[config.mk]
export PLATFORM = sky130hd
export DESIGN_NAME = multi_cycle_control
export DESIGN_NICKNAME = d
export VERILOG_FILES = /design/src/rtl/multi_cycle_control.sv
export SDC_FILE = /design/constraint.sdc
export NUM_CORES = 1
export LEC_CHECK = 0
export BUFFER_PORTS_ARGS = -buffer_cell sky130_fd_sc_hd__buf_2
export CORE_UTILIZATION = 50
export CTS_CLUSTER_DIAMETER = 60
export CTS_CLUSTER_SIZE = 12
export DETAILED_ROUTE_END_ITERATION = 12
export PLACE_DENSITY = 0.85
export SLEW_MARGIN = 40
export SYNTH_ARGS = -nofsm -noshare
export SYNTH_HDL_FRONTEND = slang
export SYNTH_SLANG_ARGS = --single-unit
export TNS_END_PERCENT = 10
[constraint.sdc]
create_clock -name clk -period 4.6 [get_ports clk]
set_input_delay 1.15 -clock clk [delete_from_list [all_inputs] [get_ports clk]]
set_output_delay 1.15 -clock clk [all_outputs]
set_load 0.02 [all_outputs]
[src/rtl/multi_cycle_control.sv]
// Multi-cycle RISC-V style control FSM: IF/ID/EX/MEM/WB sequencing with a saturating cycle counter.
// Define MCC_ECALL_HALT_EN to let ECALL with rf17==ECALL_CODE park the FSM in HALT until reset.
module multi_cycle_control #(
  parameter int unsigned XLEN       = 32,
  parameter int unsigned CNT_W      = 32,
  parameter int unsigned ECALL_CODE = 10
) (
  input  logic             clk,
  input  logic             reset,
  input  logic [6:0]       opcode,
  input  logic [XLEN-1:0]  rf17,
  input  logic             mem_ready,
  input  logic             branch_taken,
  output logic             pc_write,
  output logic             pc_source,
  output logic             i_or_d,
  output logic             mem_read,
  output logic             mem_write,
  output logic             ir_write,
  output logic             mem_to_reg,
  output logic             reg_write,
  output logic             pc_to_reg,
  output logic             alu_src_a,
  output logic [1:0]       alu_src_b,
  output logic [1:0]       alu_op,
  output logic [2:0]       state,
  output logic             is_halted,
  output logic [CNT_W-1:0] cycle_count
);

  typedef enum logic [2:0] {
    S_IF   = 3'd0,
    S_ID   = 3'd1,
    S_EX   = 3'd2,
    S_MEM  = 3'd3,
    S_WB   = 3'd4,
    S_HALT = 3'd5
  } state_e;

  localparam logic [6:0] OP_ARITH     = 7'b0110011;
  localparam logic [6:0] OP_ARITH_IMM = 7'b0010011;
  localparam logic [6:0] OP_LOAD      = 7'b0000011;
  localparam logic [6:0] OP_STORE     = 7'b0100011;
  localparam logic [6:0] OP_BRANCH    = 7'b1100011;
  localparam logic [6:0] OP_JAL       = 7'b1101111;
  localparam logic [6:0] OP_JALR      = 7'b1100111;
  localparam logic [6:0] OP_ECALL     = 7'b1110011;

  localparam logic [1:0] SRCB_RS2 = 2'b00;
  localparam logic [1:0] SRCB_IMM = 2'b10;
  localparam logic [1:0] ALU_ADD  = 2'b00;
  localparam logic [1:0] ALU_FUNC = 2'b10;

`ifdef MCC_ECALL_HALT_EN
  localparam bit HALT_EN = 1'b1;
`else
  localparam bit HALT_EN = 1'b0;
`endif

  state_e           state_q, state_d;
  logic [CNT_W-1:0] cycle_count_q;

  logic       pcw_c, pcs_c, iod_c, mrd_c, mwr_c, irw_c;
  logic       m2r_c, rgw_c, p2r_c, asa_c, hlt_c;
  logic [1:0] asb_c, aop_c;
  logic       ecall_hit;

  assign ecall_hit = (opcode == OP_ECALL) && (rf17 == XLEN'(ECALL_CODE));

  always_comb begin
    state_d = state_q;
    pcw_c   = 1'b0;
    pcs_c   = 1'b0;
    iod_c   = 1'b0;
    mrd_c   = 1'b0;
    mwr_c   = 1'b0;
    irw_c   = 1'b0;
    m2r_c   = 1'b0;
    rgw_c   = 1'b0;
    p2r_c   = 1'b0;
    asa_c   = 1'b0;
    hlt_c   = 1'b0;
    asb_c   = SRCB_RS2;
    aop_c   = ALU_ADD;

    case (state_q)
      S_IF: begin
        mrd_c = 1'b1;
        if (mem_ready) begin
          irw_c   = 1'b1;
          state_d = S_ID;
        end
      end

      S_ID: begin
        case (opcode)
          OP_ARITH, OP_ARITH_IMM, OP_LOAD, OP_STORE,
          OP_BRANCH, OP_JAL, OP_JALR: state_d = S_EX;
          default: begin
            if (HALT_EN && ecall_hit) begin
              state_d = S_HALT;
            end else begin
              pcw_c   = 1'b1;
              pcs_c   = 1'b1;
              state_d = S_IF;
            end
          end
        endcase
      end

      S_EX: begin
        case (opcode)
          OP_ARITH: begin
            asa_c   = 1'b1;
            asb_c   = SRCB_RS2;
            aop_c   = ALU_FUNC;
            state_d = S_WB;
          end
          OP_ARITH_IMM: begin
            asa_c   = 1'b1;
            asb_c   = SRCB_IMM;
            aop_c   = ALU_FUNC;
            state_d = S_WB;
          end
          OP_LOAD, OP_STORE: begin
            asa_c   = 1'b1;
            asb_c   = SRCB_IMM;
            aop_c   = ALU_ADD;
            state_d = S_MEM;
          end
          OP_BRANCH: begin
            asb_c   = SRCB_IMM;
            aop_c   = ALU_ADD;
            pcw_c   = 1'b1;
            pcs_c   = ~branch_taken;
            state_d = S_IF;
          end
          OP_JAL, OP_JALR: begin
            // JAL adds the offset to pc, JALR to rs1; both link pc+4
            asa_c   = (opcode == OP_JALR);
            asb_c   = SRCB_IMM;
            aop_c   = ALU_ADD;
            pcw_c   = 1'b1;
            rgw_c   = 1'b1;
            p2r_c   = 1'b1;
            state_d = S_IF;
          end
          default: state_d = S_IF;
        endcase
      end

      S_MEM: begin
        iod_c = 1'b1;
        if (opcode == OP_LOAD) begin
          mrd_c = 1'b1;
          if (mem_ready) state_d = S_WB;
        end else if (opcode == OP_STORE) begin
          mwr_c = 1'b1;
          if (mem_ready) begin
            pcw_c   = 1'b1;
            pcs_c   = 1'b1;
            state_d = S_IF;
          end
        end else begin
          state_d = S_IF;
        end
      end

      S_WB: begin
        rgw_c   = 1'b1;
        m2r_c   = (opcode == OP_LOAD);
        pcw_c   = 1'b1;
        pcs_c   = 1'b1;
        state_d = S_IF;
      end

      S_HALT: begin
        if (HALT_EN) hlt_c = 1'b1;
        else         state_d = S_IF;
      end

      default: state_d = S_IF;
    endcase
  end

  always_ff @(posedge clk or negedge reset) begin
    if (!reset) begin
      state_q       <= S_IF;
      cycle_count_q <= '0;
    end else begin
      state_q <= state_d;
      if (state_q != S_HALT && cycle_count_q != '1)
        cycle_count_q <= cycle_count_q + CNT_W'(1);
    end
  end

  // Gate every control with reset so an asserted reset silences outputs without waiting for clk
  assign pc_write    = reset & pcw_c;
  assign pc_source   = reset & pcs_c;
  assign i_or_d      = reset & iod_c;
  assign mem_read    = reset & mrd_c;
  assign mem_write   = reset & mwr_c;
  assign ir_write    = reset & irw_c;
  assign mem_to_reg  = reset & m2r_c;
  assign reg_write   = reset & rgw_c;
  assign pc_to_reg   = reset & p2r_c;
  assign alu_src_a   = reset & asa_c;
  assign alu_src_b   = reset ? asb_c : '0;
  assign alu_op      = reset ? aop_c : '0;
  assign is_halted   = reset & hlt_c;
  assign state       = state_q;
  assign cycle_count = cycle_count_q;

endmodule

==> results by group, run 1 <==
Outcome
  • Outcome: complete, no violations

Floorplan
  • Initial core utilization: 0.535
  • Height of the die: 65.3 um
  • Die area: 0.00427 mm2
  • Row Count: 22
  • Die W: 65.3 um
  • Core area: 0.00374 mm2
  • Top Ports: 93

Placed design
  • DP HPWL: 3080 um
  • # port buffers: 57
  • RePlAce Congestion: 0.806
  • Pre-CTS setup slack: 775 ps

Final layout
  • Ratio of cells with drive above 1 in the final layout: 0.279
  • Commonest cells after routing, fill and taps aside: 57 x buf_2, 35 x dfrtp_1, 25 x nand2_1
  • Fin nets: 310
  • Commonest non-fill, non-tap cell in the layout: buf_2
  • Layout area overhead: 19.3%
  • N_diodes: 0

Drt
  • Via count: 1794
  • Initial DRC Count: 119
  • Routed WL: 4340 um
  • WL per Instance: 13.9 um
  • Via density: 5.73
  • ANT nets after route: 0
  • Drt first pass iters: 4
  • DR DRC count: 0

Logic synthesis
  • Seq/Total Area, Yosys: 0.437
  • Post-synth cell types: 43
  • Mapped Area: 0.00200 mm2
  • Number of synthesized flops with an enable pin: 0
  • Most used DFF post-synth: dfrtp_1
  • Syn Inst Count: 207
  • Synth async-reset ratio: 1.00
  • Syn Area/Cell: 9.68 um2
  • YS warnings: 0
  • Yosys reg bits: 35

Global route
  • Initial antenna violation count: 0
  • GRT Residual Overflow: 0
  • GRT Total Usage: 0.219
  • First-pass GRT wire length: 7180 um
  • Vias in the first global route: 1651
  • Largest net degree at the start of global routing: 23

Power
  • Worst VDD drop: 0.141 mV
  • Switching power: 0.000215 W
  • Clk pwr share: 0.277
  • Seq pwr share: 0.531
  • Pint: 0.000486 W
  • Comb pwr share: 0.192
  • Power Density: 293 mW/mm2
  • Sw frac: 0.307
  • Pleak: 1.21 nW

Clock tree
  • Reg clk slew, reported paths: 60 ps
  • Post-cts gate resize count: 0
  • H-Tree Depth: 2
  • TritonCTS Buffers: 5
  • Clock Sinks: 35
  • Clock Latency Late Sink: 280 ps
  • Clock Path Buffers: 2
  • Hold_buf cts: 0
  • Post CTS Setup Buffer Count: 0
  • CTS tree: done
  • Clk root buf: clkbuf_8

Setup path
  • CP max FO: 6
  • Crit-path cells: buf_2, nand4bb_1, or3_1, nor4_1, a211oi_1, a21oi_1, buf_2
  • Setup CP Type: primary input to output port
  • Slowest-stage cell, CP: or3_1
  • CP dominant cell by count: buf_2
  • Setup crit start kind: primary input
  • Req. time, crit path: 3450 ps
  • Largest stage delay, worst path: 460 ps
  • Crit end category: output port
  • Crit path arrival time: 2730 ps

STA
  • Slew Limit Fails: 0
  • Max Fclk: 0.258 GHz
  • Clock skew: 2.65 ps
  • Final Setup Violations: 0
  • Least-Margin Pin Slew: 629 ps
  • Slew headroom: 0.579
  • Final period utilization: 0.844
  • Setup_tns: 0 ps
  • Hold Violations, Final: 0
  • Setup slack after layout: 717 ps
  • RSZ-0062 raised after global routing: false
  • Final Critical Period: 3880 ps

Job
  • Max cap viols: 0

Hold path
  • Hold Crit Class: flop to flop
## worst max-delay path: cells and delay by family
family                 cells  cell delay, ps
AND/OR/NAND/NOR            3            1020
AO/OA/AOI/OAI              2             270
buffers and inverters      2             300
## final timing paths
check,from,endpoint,slack [ps],cells after the start
max,opcode[3],pc_write,720,7
min,cycle_count[13],cycle_count[13],490,1
max reg2reg,cycle_count[22],cycle_count[13],2530,5
max in group asynchronous,reset,cycle_count[0],3210,2
min in group asynchronous,reset,state[0],790,1
min reg2reg,cycle_count[13],cycle_count[13],490,1
## sequential cells by signal (all words and copies together), names as in the netlist
name         count
cycle_count     32
state            3
## kinds of logic after synthesis
kind of cell	count (synthesis)	share of synthesized area
AOI/OAI and AO/OA	22	0.0755
xor gates and xnor gates	30	0.131
adders and majority gates	1	0.00624
buffers and inverters	14	0.0375
DFF	35	0.437
muxes	4	0.0212
other	1	0.00187
and+or+nand+nor	100	0.290
## cell usage after synthesis (all sizes together), types with 3 or more instances
library cell / count / share of area
inv: 6 / 0.011
nor3: 8 / 0.020
dfrtp: 35 / 0.44
and4: 4 / 0.017
a31oi: 3 / 0.0094
nand4: 14 / 0.051
and3: 11 / 0.036
nor2: 12 / 0.022
clkbuf: 3 / 0.0056
xnor2: 22 / 0.096
a21oi: 7 / 0.017
nand3: 9 / 0.022
nor4: 4 / 0.020
buf: 5 / 0.021
nand2: 25 / 0.047
xor2: 8 / 0.035
## through the flow
step | cell area [um2] | total power, W | utilization | hold WS (ps) | cells
after detailed placement | 2320 | 0.000510 | 0.619 | 483 | 307
after CTS | 2390 | 0.000707 | 0.639 | 494 | 313
after floorplan | 2010 | 0.000457 | - | 594 | 209
final | 2390 | 0.000702 | 0.639 | 493 | 313
after global placement | 2310 | 0.000506 | 0.618 | 472 | 307
after global routing | 2390 | 0.000737 | 0.639 | 533 | 313
## area by class of cell
type / instances / area [um2]
Fill cell: 319 / 1350
Multi-Input combinational cell: 160 / 1070
Sequential cell: 35 / 876
Timing Repair Buffer: 58 / 293
Clock buffer: 6 / 72.6
Tap cell: 48 / 60.1
Inverter: 6 / 22.5
## power by group through the flow
stage          registers, W   logic, W  clock network, W
2_1_floorplan      0.000400  0.0000565                 0
5_1_grt            0.000378   0.000147          0.000211
3_5_place_dp       0.000375   0.000135                 0
6_report           0.000373   0.000135          0.000194
4_1_cts            0.000372   0.000136          0.000200
3_3_place_gp       0.000374   0.000133                 0
## routing by layer
| layer | up-vias | track usage | routed length, um |
|---|---|---|---|
| met2 | 66 | 0.356 | 2180 |
| met4 | 0 | 0.111 | 74 |
| met5 | - | 0 | 0 |
| met3 | 8 | 0.0573 | 213 |
| li1 | 852 | - | - |
| met1 | 868 | 0.266 | 1870 |
(Power assumes the default switching activity.)
==> inputs of run 2 (changes only) <==
ABC_AREA = 1   (was not set)
CORE_UTILIZATION = 46   (was 50)
PLACE_DENSITY = 0.78   (was 0.85)
clock period = 3.16 ns   (was 4.6 ns; I/O delays follow)
==> results by group, run 2 <==
Setup path
  • Crit-path cells: buf_2, nand2_1, nor2_1, o21ai_0, nand3_1, a21oi_1, buf_2
  • Crit path arrival time: 2040 ps (-690 ps)
  • Setup crit start kind: primary input
  • Crit end category: output port
  • CP dominant cell by count: buf_2
  • CP max FO: 5 (-1)
  • Setup CP Type: primary input to output port
  • Req. time, crit path: 2370 ps (-1080 ps)
  • Slowest-stage cell, CP: o21ai_0
  • Largest stage delay, worst path: 350 ps (-110 ps)

Final layout
  • Commonest non-fill, non-tap cell in the layout: nand2_1
  • Ratio of cells with drive above 1 in the final layout: 0.153 (-0.126)
  • Fin nets: 532 (+72%)
  • Sequential cell area: 876 um2 (unchanged)
  • Area of the multi-input gates: 0.00154 mm2 (+44%)
  • Commonest cells after routing, fill and taps aside: 201 x nand2_1, 76 x nor2_1, 57 x buf_2
  • Layout area overhead: 15.3%
  • # fillers: 555 (+74%)
  • Number of flip-flops in the largest register: 32 (unchanged)
  • Post-route insts no fill: 561 (+79%)
  • N_diodes: 0 (unchanged)

STA
  • Clock skew: 14.1 ps (+11.5 ps)
  • Final Critical Period: 2830 ps
  • Final Setup Violations: 0 (unchanged)
  • Hold Violations, Final: 0 (unchanged)
  • Setup_tns: 0 ps (unchanged)
  • Slew headroom: 0.632 (+0.0522)
  • Max Fclk: 0.354 GHz
  • Slew Limit Fails: 0 (unchanged)
  • Final period utilization: 0.895
  • Least-Margin Pin Slew: 548 ps (-80.5 ps)
  • RSZ-0062 raised after global routing: false

Global route
  • Vias in the first global route: 2510 (+52%)
  • Initial antenna violation count: 0 (unchanged)
  • GRT Residual Overflow: 0 (unchanged)
  • GRT Total Usage: 0.237 (+0.0187)
  • Largest net degree at the start of global routing: 33 (+43%)
  • First-pass GRT wire length: 11400 um (+59%)

Logic synthesis
  • Synth async-reset ratio: 1.00 (unchanged)
  • Number of synthesized flops with an enable pin: 0 (unchanged)
  • Dominant cells by area after synthesis: dfrtp_1 34%, nand2_1 29%, nor2_1 11%, nand3_1 5.7%, inv_1 4.7%
  • Syn Area/Cell: 6.09 um2 (-37%)
  • Post-synth top area share: 0.335 (-0.102)
  • Yosys reg bits: 35 (unchanged)
  • YS warnings: 0 (unchanged)
  • Most used DFF post-synth: dfrtp_1
  • Post-synth cell types: 25 (-42%)
  • Seq/Total Area, Yosys: 0.335 (-0.102)
  • Mapped Area: 0.00261 mm2 (+30%)
  • Post-synth top area cell: dfrtp_1
  • Most frequent cell after synthesis: nand2_1
  • Syn Inst Count: 429 (+110%)
  • Top post-synthesis cells by count: 201 x nand2_1, 76 x nor2_1, 35 x dfrtp_1, 33 x inv_1, 30 x nand3_1

Floorplan
  • Top Ports: 93 (unchanged)
  • Height of the die: 77.4 um (+18%)
  • Die W: 77.4 um (+18%)
  • Die area: 0.00598 mm2 (+40%)
  • Row Count: 27 (+23%)
  • Core area: 0.00551 mm2 (+47%)
  • Initial core utilization: 0.474 (-0.0610)

Clock tree
  • Clk root buf: clkbuf_8
  • Clock Sinks: 35 (unchanged)
  • H-Tree Depth: 2 (unchanged)
  • Post CTS Setup Buffer Count: 0 (unchanged)
  • Reg clk slew, reported paths: 60 ps (about the same)
  • Hold_buf cts: 0 (unchanged)
  • Post-cts gate resize count: 0 (unchanged)
  • TritonCTS Buffers: 5 (unchanged)
  • Clock Path Buffers: 2 (unchanged)
  • Clock Latency Late Sink: 290 ps (about the same)
  • CTS tree: done

Drt
  • Drt first pass iters: 4 (unchanged)
  • Initial DRC Count: 177 (+49%)
  • Via density: 4.97 (-13%)
  • Via count: 2790 (+56%)
  • ANT nets after route: 0 (unchanged)
  • WL per Instance: 12.1 um (-13%)
  • Routed WL: 6770 um (+56%)
  • DR DRC count: 0 (unchanged)

Power
  • Power Density: 405 mW/mm2 (+38%)
  • Worst VDD drop: 0.269 mV (+91%)
  • Pleak: 1.61 nW (+33%)

Placed design
  • DP HPWL: 5290 um (+72%)
  • # port buffers: 57 (unchanged)
  • Dpl cells: 553 (+80%)
  • RePlAce Congestion: 0.936 (+16%)

Outcome
  • Outcome: complete, no violations

Job
  • Max cap viols: 0 (unchanged)

Hold path
  • Hold Crit Class: primary input to asynchronous set/reset pin
run 2: cell count changes after synthesis, moves of 5 or more:
cell | previous run | this run
xnor2_1 | 22 | 6
nor2_1 | 12 | 76
and3_1 | 9 | 0
nand3_1 | 9 | 30
nand2_1 | 25 | 201
nor3_1 | 8 | 3
inv_1 | 6 | 33
nand4_1 | 13 | 4
run 2: logic make-up after synthesis:
group                    count (synthesis)  synth area share
AO/OA/AOI/OAI                            9            0.0182
XOR/XNOR                                16            0.0565
adder cells (fa/ha/maj)                  1           0.00479
buffers and inverters                   43            0.0785
flip-flops                              35             0.335
other                                    1           0.00144
AND/OR/NAND/NOR                        324             0.505
run 2: stage by stage:
step	utilization	power, W	setup WS [ps]	instance area (um2)	hold slack [ps]
final	0.547	0.00122	333	3010	346
after CTS	0.547	0.00123	360	3010	339
after global placement	0.532	0.000905	367	2930	537
after floorplan	-	0.000797	666	2620	494
after detailed placement	0.532	0.000914	369	2930	553
after global routing	0.547	0.00129	190	3010	345
run 2: per-layer routing:
| metal | share of wire | GRT usage | vias to the layer above | wire [um] |
|---|---|---|---|---|
| met4 | 0.011 | 0.0528 | 0 | 74 |
| met1 | 0.47 | 0.328 | 1291 | 3190 |
| li1 | - | - | 1419 | - |
| met3 | 0.039 | 0.0271 | 8 | 265 |
| met5 | 0 | 0 | - | 0 |
| met2 | 0.48 | 0.397 | 72 | 3240 |
run 2: area by class of cell:
cell class,instances,area share
tap,72,0.0299
multi-input combinational,353,0.511
clock inverter,1,0.00166
timing repair buffer,58,0.0972
sequential,35,0.291
clock buffer,7,0.0253
inverter,35,0.0444
run 2: where the power goes:
part	internal [W]	total, W	switching [W]
logic	0.000120	0.000338	0.000218
clock network	0.000155	0.000317	0.000162
registers	0.000492	0.000564	0.0000720
total	0.000767	0.00122	0.000452
run 2: path summary, 6_finish.rpt:
path	to	startpoint	slack, ps	depth (start not counted)
hold reg to reg	cycle_count[19]	cycle_count[19]	570	2
hold / removal	state[2]	reset	350	1
max in group asynchronous	cycle_count[19]	reset	2180	2
setup reg to reg	cycle_count[14]	cycle_count[0]	960	10
min in group clk	cycle_count[19]	cycle_count[19]	570	2
setup / recovery	pc_source	opcode[1]	330	7
run 2: worst max-delay path: cells and delay by family:
kind / cells / cell delay (ps)
AO/OA/AOI/OAI: 2 / 550
AND/OR/NAND/NOR: 3 / 400
buffers and inverters: 2 / 300
==> inputs of run 3 (changes only) <==
CORE_ASPECT_RATIO = 1.1   (was not set)
==> results by group, run 3 (synthesis gave the netlist of run 2 again) <==
Final layout
  • Fin nets: 532 (unchanged)
  • Commonest cells after routing, fill and taps aside: 201 x nand2_1, 76 x nor2_1, 57 x buf_2
  • Layout area overhead: 15.5%
  • Ratio of cells with drive above 1 in the final layout: 0.153 (unchanged)
  • Number of flip-flops in the largest register: 32 (unchanged)
  • Commonest non-fill, non-tap cell in the layout: nand2_1
  • # fillers: 558 (+0.54%)
  • N_diodes: 0 (unchanged)

Power
  • Pleak: 1.61 nW (unchanged)
  • Power Density: 402 mW/mm2 (-0.58%)
  • Worst VDD drop: 0.222 mV (-18%)

Clock tree
  • CTS tree: done
  • Clock Path Buffers: 2 (unchanged)
  • TritonCTS Buffers: 5 (unchanged)
  • Clk root buf: clkbuf_8
  • Reg clk slew, reported paths: 60 ps (about the same)
  • Post CTS Setup Buffer Count: 0 (unchanged)
  • Clock Sinks: 35 (unchanged)
  • Post-cts gate resize count: 0 (unchanged)
  • Clock Latency Late Sink: 290 ps (about the same)
  • H-Tree Depth: 2 (unchanged)
  • Hold_buf cts: 0 (unchanged)

STA
  • Final Critical Period: 2770 ps (-54.2 ps)
  • Setup slack after layout: 387 ps (+54.2 ps)
  • Setup_tns: 0 ps (unchanged)
  • Slew Limit Fails: 0 (unchanged)
  • Slew headroom: 0.658 (+0.0258)
  • Max Fclk: 0.361 GHz (+2.0%)
  • Least-Margin Pin Slew: 510 ps (-38.4 ps)
  • Clock skew: 8.88 ps (-5.23 ps)
  • Final Setup Violations: 0 (unchanged)
  • RSZ-0062 raised after global routing: false
  • Hold Violations, Final: 0 (unchanged)
  • Final period utilization: 0.878 (-0.0172)

Setup path
  • FF-to-FF setup slack: 1010 ps (+50 ps)
  • Crit end category: output port
  • Req. time, crit path: 2370 ps (about the same)
  • R2R cell count: 10 (unchanged)
  • Worst r2r src: cycle_count[0]
  • Crit path arrival time: 1980 ps (-60 ps)
  • Setup CP Type: primary input to output port
  • Setup crit start kind: primary input
  • CP max FO: 5 (unchanged)
  • RR Endpoint: cycle_count[24]

Drt
  • Via count: 2768 (-0.79%)
  • DR DRC count: 0 (unchanged)
  • WL per Instance: 11.3 um (-6.5%)
  • Initial DRC Count: 180 (+1.7%)
  • ANT nets after route: 0 (unchanged)
  • Drt first pass iters: 4 (unchanged)
  • Via density: 4.91 (-1.3%)
  • Routed WL: 6360 um (-6.0%)

Placed design
  • DP HPWL: 4930 um (-6.9%)
  • # port buffers: 57 (unchanged)
  • RePlAce Congestion: 0.869 (-7.2%)
  • Pre-CTS setup slack: 432 ps (+63.8 ps)

Global route
  • GRT Total Usage: 0.235 (-0.00235)
  • First-pass GRT wire length: 10800 um (-5.9%)
  • GRT Residual Overflow: 0 (unchanged)
  • Initial antenna violation count: 0 (unchanged)
  • Largest net degree at the start of global routing: 33 (unchanged)
  • Vias in the first global route: 2502 (-0.32%)

Job
  • Max cap viols: 0 (unchanged)

Floorplan
  • Row Count: 28 (+3.7%)
  • Initial core utilization: 0.481 (+0.00667)
  • Top Ports: 93 (unchanged)
  • Height of the die: 81.0 um (+4.8%)
  • Core area: 0.00543 mm2 (-1.4%)
  • Die area: 0.00599 mm2 (about the same)
  • Die W: 73.9 um (-4.5%)

Outcome
  • Outcome: complete, no violations

Hold path
  • Hold Crit Class: primary input to asynchronous set/reset pin
## run 3: cell counts in the layout (fill, tap and decap cells not counted)
No cell type changed its count.
## run 3: worst max-delay path, stage by stage
cell,delay [ps]
buf_2,100
nand2_1,100
nor2_1,110
o21ai_0,340
nand3_1,200
a21oi_1,170
buf_2,180
## run 3: metrics by stage
stage	hold slack, ps	utilization	total power, W	instances	cell area, um2
finish	322	0.556	0.00121	564	3020
global route	315	0.556	0.00130	564	3020
CTS	313	0.556	0.00123	564	3020
detailed placement	538	0.541	0.000911	556	2940
global placement	542	0.541	0.000903	556	2940
floorplan	494	-	0.000797	431	2620
## run 3: worst max path at each step
stage,start,end
floorplan,opcode[1],pc_source
finish,opcode[1],pc_write
global route,opcode[1],pc_write
CTS,opcode[1],pc_write
detailed placement,opcode[1],pc_write
global placement,opcode[1],pc_source
## run 3: per-layer routing
| metal | global-route usage | part of all wire | up-vias |
|---|---|---|---|
| met2 | 0.396 | 0.47 | 72 |
| met5 | 0 | 0 | - |
| met3 | 0.0409 | 0.045 | 13 |
| met1 | 0.296 | 0.46 | 1261 |
| li1 | - | - | 1422 |
| met4 | 0.0942 | 0.019 | 0 |
## run 3: area by class of cell
type                            count  area, um2  share of cell area
Clock buffer                        7       76.3              0.0253
Clock inverter                      1       5.00             0.00166
Inverter                           35        134              0.0444
Multi-Input combinational cell    353       1540               0.510
Sequential cell                    35        876               0.290
Tap cell                           75       93.8              0.0311
Timing Repair Buffer               58        293              0.0971
## run 3: power breakdown
part / switching, W / internal (W)
Clock: 0.000159 / 0.000155
Sequential: 0.0000719 / 0.000493
Combinational: 0.000215 / 0.000119
Total: 0.000447 / 0.000767
